### src/rtl/multi_reg_file.sv
// Multi-port register file (3 combinational reads, 1 write, reg0 tied to zero)
// plus the program counter used by the single-cycle datapath.
module multi_reg_file #(
    parameter int unsigned ADDR = 4,
    parameter int unsigned NUMB = 1 << ADDR,
    parameter int unsigned SIZE = 32
) (
    input  logic            Clk,
    input  logic            Rst,
    input  logic [4:0]      M,
    input  logic            Write_PC,
    input  logic [SIZE-1:0] PC_New,
    input  logic            Write_Reg,
    input  logic [ADDR-1:0] R_Addr_A,
    input  logic [ADDR-1:0] R_Addr_B,
    input  logic [ADDR-1:0] R_Addr_C,
    input  logic [ADDR-1:0] W_Addr,
    input  logic [SIZE-1:0] W_Data,
    output logic [SIZE-1:0] R_Data_A,
    output logic [SIZE-1:0] R_Data_B,
    output logic [SIZE-1:0] R_Data_C,
    output logic [SIZE-1:0] PC
);

    localparam logic [3:0] PC_LOAD = 4'h0;
    localparam logic [3:0] PC_SEQ  = 4'h1;
    localparam logic [3:0] PC_REL  = 4'h2;
    localparam logic [3:0] PC_WREL = 4'h3;

    logic [SIZE-1:0] regs [NUMB];
    logic            reg_we;

    assign reg_we = Write_Reg && M[4] && (W_Addr != '0);

    // Register array; address 0 is never written so it stays at its reset value
    always_ff @(posedge Clk or negedge Rst) begin
        if (!Rst) begin
            for (int unsigned i = 0; i < NUMB; i++) begin
                regs[i] <= '0;
            end
        end else if (reg_we) begin
            regs[W_Addr] <= W_Data;
        end
    end

    // Combinational reads, no bypass from the write port
    assign R_Data_A = (R_Addr_A == '0) ? '0 : regs[R_Addr_A];
    assign R_Data_B = (R_Addr_B == '0) ? '0 : regs[R_Addr_B];
    assign R_Data_C = (R_Addr_C == '0) ? '0 : regs[R_Addr_C];

    // Program counter; all arithmetic wraps modulo 2^SIZE
    always_ff @(posedge Clk or negedge Rst) begin
        if (!Rst) begin
            PC <= '0;
        end else if (Write_PC) begin
            case (M[3:0])
                PC_LOAD: PC <= PC_New;
                PC_SEQ:  PC <= PC + SIZE'(4);
                PC_REL:  PC <= PC + PC_New;
                PC_WREL: PC <= PC + {PC_New[SIZE-3:0], 2'b00};
                default: PC <= PC;
            endcase
        end
    end

endmodule

### config.mk
export PLATFORM = sky130hd
export DESIGN_NAME = multi_reg_file
export DESIGN_NICKNAME = d
export VERILOG_FILES = /design/src/rtl/multi_reg_file.sv
export SDC_FILE = /design/constraint.sdc
export NUM_CORES = 1
export LEC_CHECK = 0
export CAP_MARGIN = 20
export CORE_ASPECT_RATIO = 1.4
export CORE_MARGIN = 2
export CORE_UTILIZATION = 40
export DETAILED_ROUTE_END_ITERATION = 10
export PLACE_DENSITY = 0.66
export REMOVE_ABC_BUFFERS = 1
export SLEW_MARGIN = 0
export SYNTH_ARGS = -nofsm -noshare
export SYNTH_HDL_FRONTEND = slang
export SYNTH_SLANG_ARGS = --single-unit
### constraint.sdc
create_clock -name Clk -period 8.5 [get_ports Clk]
set_input_delay 0.85 -clock Clk [delete_from_list [all_inputs] [get_ports Clk]]
set_output_delay 0.85 -clock Clk [all_outputs]
set_load 0.01 [all_outputs]
==> results.py <==
metrics = {
    "setup_path": {
        "cp_num_buf_inv": 3,
        "cp_top_family": "buffers and inverters",
        "reg2reg_depth": 10,
        "crit_path_frequent_cell": "mux4_2",
        "crit_chain": "buf_6 -> buf_4 -> mux4_2 -> mux4_2 -> nor2b_1 -> clkdlybuf4s50_1",
        "crit_path_end_kind": "output pin",
        "reg2reg_to": "PC[24]",
        "critPathKind": "input port to output pin",
        "max_stage_delay_ns": 0.75,
        "critPathRequiredTime_ns": 7.65,
        "rrSetupSlack_ns": 5.12,
        "cp-start-kind": "input port",
        "critPathMaxFanout": 88,
        "rr_startpoint": "PC[0]",
        "cp.arrival_ns": 4.10,
        "cp_slowest_cell": "buf_4",
    },
    "clock_network": {
        "post_cts_resized": 0,
        "path_clk_slew_ns": 0.06,
        "numCtsBuffers": 57,
        "cts_tree": "yes",
        "cts_sinks": 544,
        "cts_root_buffer": "clkbuf_16",
        "ctsHoldBuffers": 0,
        "cts_setup_buffers": 0,
        "cts_htree_levels": 2,
        "clk_path_buf_depth": 3,
        "insertion_delay_ns": 0.65,
    },
    "timing": {
        "relSlewSlack_pct": 20.3,
        "setup_ws_ns": 3.55,
        "period_needed_ns": 4.95,
        "clock.fmax_ghz": 0.202,
        "drv_slew": 0,
        "fin_worst_skew_ns": 0.0262,
        "worstMarginPinSlew_ns": 1.20,
        "rsz0062_at_grt": "false",
        "finalSetupViolations": 0,
        "finalCritPeriodShare_pct": 58.2,
        "finalHoldViolations": 0,
        "tns_ns": 0,
    },
    "route": {
        "drc": 0,
        "dr.pass1.iters": 7,
        "avgRoutedWirePerCell_microns": 29.7,
        "viasPerCell": 6.57,
        "drtIter0Drc": 2025,
        "num_vias": 25000,
        "wl_microns": 113000,
        "postRouteAntennaNets": 0,
    },
    "synthesis": {
        "synth-main-ff-cell": "dfrtp_1",
        "synth_top_area_share_pct": 37.9,
        "synth_top_area_cell": "dfrtp_1",
        "synth-seq-area-share_pct": 37.9,
        "netlist_top_cells_area": "dfrtp_1 (38%), mux4_2 (30%), mux2_2 (15%)",
        "yosys_warnings": 0,
        "synth.most_common_cell": "dfrtp_1",
        "synth_seq_cells": 544,
        "avgSynthCellArea_sq_um": 14.2,
        "synth-edff-count": 0,
        "synth_cell_type_count": 77,
        "synthCells": 2529,
        "syn-cell-area_sq_um": 35900,
        "synth_commonest_cells": "dfrtp_1 (544), mux4_2 (480), mux2_2 (469)",
        "async_flop_share_pct": 100,
    },
    "pwr": {
        "total_power_mw": 9.11,
        "p_leak_nw": 16.8,
        "p_per_area_nw_per_um2": 222,
        "irDropWorstVdd_uv": 197,
    },
    "die": {
        "start_util_pct": 40.2,
        "die_height_microns": 359,
        "core_sq_um": 89300,
        "ios": 217,
        "fp.dieArea_sq_um": 92300,
        "fp.dieW_microns": 257,
        "rows": 130,
    },
    "outcome": {
        "outcome": "finished, final reports clean",
    },
    "final_layout": {
        "drive_above_1_share_pct": 43.5,
        "syn2layout_area_growth_pct": 14.3,
        "nets": 2720,
        "final_cell_area_sq_um": 41100,
        "final_core_util_pct": 46.0,
    },
    "grt": {
        "met2_usage_pct": 43.4,
        "grt_max_degree": 156,
        "top_usage_layer": "met2",
        "grt_pass1_wl_microns": 171000,
        "antenna_found_initial": 8,
        "gr-usage-met1_pct": 29.4,
        "globalRouteTotalUtil_pct": 24.5,
        "grt_overflow": 0,
        "grt_pass1_vias": 27000,
        "grt_use_met3_pct": 4.12,
    },
    "placement": {
        "dp_hpwl_microns": 66900,
        "io_buffers": 216,
        "routabilityCongestion": 0.975,
        "pre_cts_slack_ns": 3.54,
        "dpl_cell_area_sq_um": 39000,
    },
    "flow_run": {
        "maxCapViolations": 0,
    },
    "worst_hold_path": {
        "min_path_type": "input port to async pin",
    },
}
[cell families after synthesis]
kind of cell	share of synthesized area, %
flip-flops	37.9
AND/OR/NAND/NOR	5.53
adder cells (fa/ha/maj)	2.20
buffers and inverters	3.14
XOR/XNOR	0.902
multiplexers	45.3
AO/OA/AOI/OAI	5.00
[per-stage QoR]
step	cells	hold WS (ns)
floorplan	2257	0.381
global placement	3698	0.392
detailed placement	3698	0.403
CTS	3806	0.268
global route	3809	0.312
finish	3810	0.255
[worst register-to-register path: stages (launching register included)]
cell       delay, ns
dfrtp_1         0.40
ha_1            0.22
fa_1            0.43
a211oi_1        0.28
o21bai_1        0.20
o2111ai_1       0.31
nand3b_1        0.12
a211oi_1        0.66
o21a_1          0.28
mux2i_1         0.23
a31oi_1         0.10
[flip-flops by register name (all words and copies together) (netlist names)]
register / flops
regs: 512
PC: 32
[how the worst max path moves through the flow]
| stage | endpoint | from | depth (start not counted) | slack (ns) |
|---|---|---|---|---|
| after floorplan | PC[28] | M[0] | 14 | 2.79 |
| after global placement | PC[29] | M[0] | 15 | 3.61 |
| after detailed placement | PC[29] | M[0] | 15 | 3.54 |
| after CTS | R_Data_B[22] | R_Addr_B[1] | 6 | 3.62 |
| after global routing | R_Data_B[30] | R_Addr_B[0] | 6 | 3.44 |
| final | R_Data_A[22] | R_Addr_A[1] | 6 | 3.55 |
[report_power, final]
part | internal, mW | switching (mW) | leakage, nW | total (mW)
clock network | 1.64 | 1.16 | 1.01 | 2.80
registers | 3.07 | 0.483 | 6.96 | 3.55
logic | 1.63 | 1.13 | 8.82 | 2.76
[cells in the final DEF (no fill, tap or decap), types with 11 or more instances in the layout]
cell type	netlist	layout
dfrtp_1	544	544
xor2_1	17	17
a21oi_1	63	63
a31oi_1	23	23
mux2_2	469	469
clkbuf_8	2	12
nand4_1	15	15
a21o_1	33	33
clkbuf_16	0	58
nand3_1	23	23
clkinv_2	0	11
nor3_1	18	17
buf_4	1	34
mux4_2	480	480
inv_1	14	14
nand2_1	54	54
mux2_1	12	12
ha_1	60	60
xnor2_1	20	20
a211oi_1	11	11
clkdlybuf4s50_1	0	203
o21ai_0	36	35
nor2b_1	105	105
and3_1	37	37
nor2_1	67	57
[layout make-up]
| class | instances | area [sq um] |
|---|---|---|
| inverter | 14 | 52.6 |
| fill | 7696 | 48200 |
| timing repair buffer | 253 | 2510 |
| antenna | 4 | 10.0 |
| sequential | 544 | 13600 |
| tap | 1188 | 1490 |
| multi-input combinational | 1699 | 21300 |
| clock buffer | 74 | 1600 |
| clock inverter | 34 | 485 |
[per-layer routing]
layer	vias up	part of all wire [%]
met2	1194	52
met4	4	4.3
met5	-	0.024
met1	13400	37
met3	290	6.6
li1	10100	-
(Power assumes the default switching activity.)
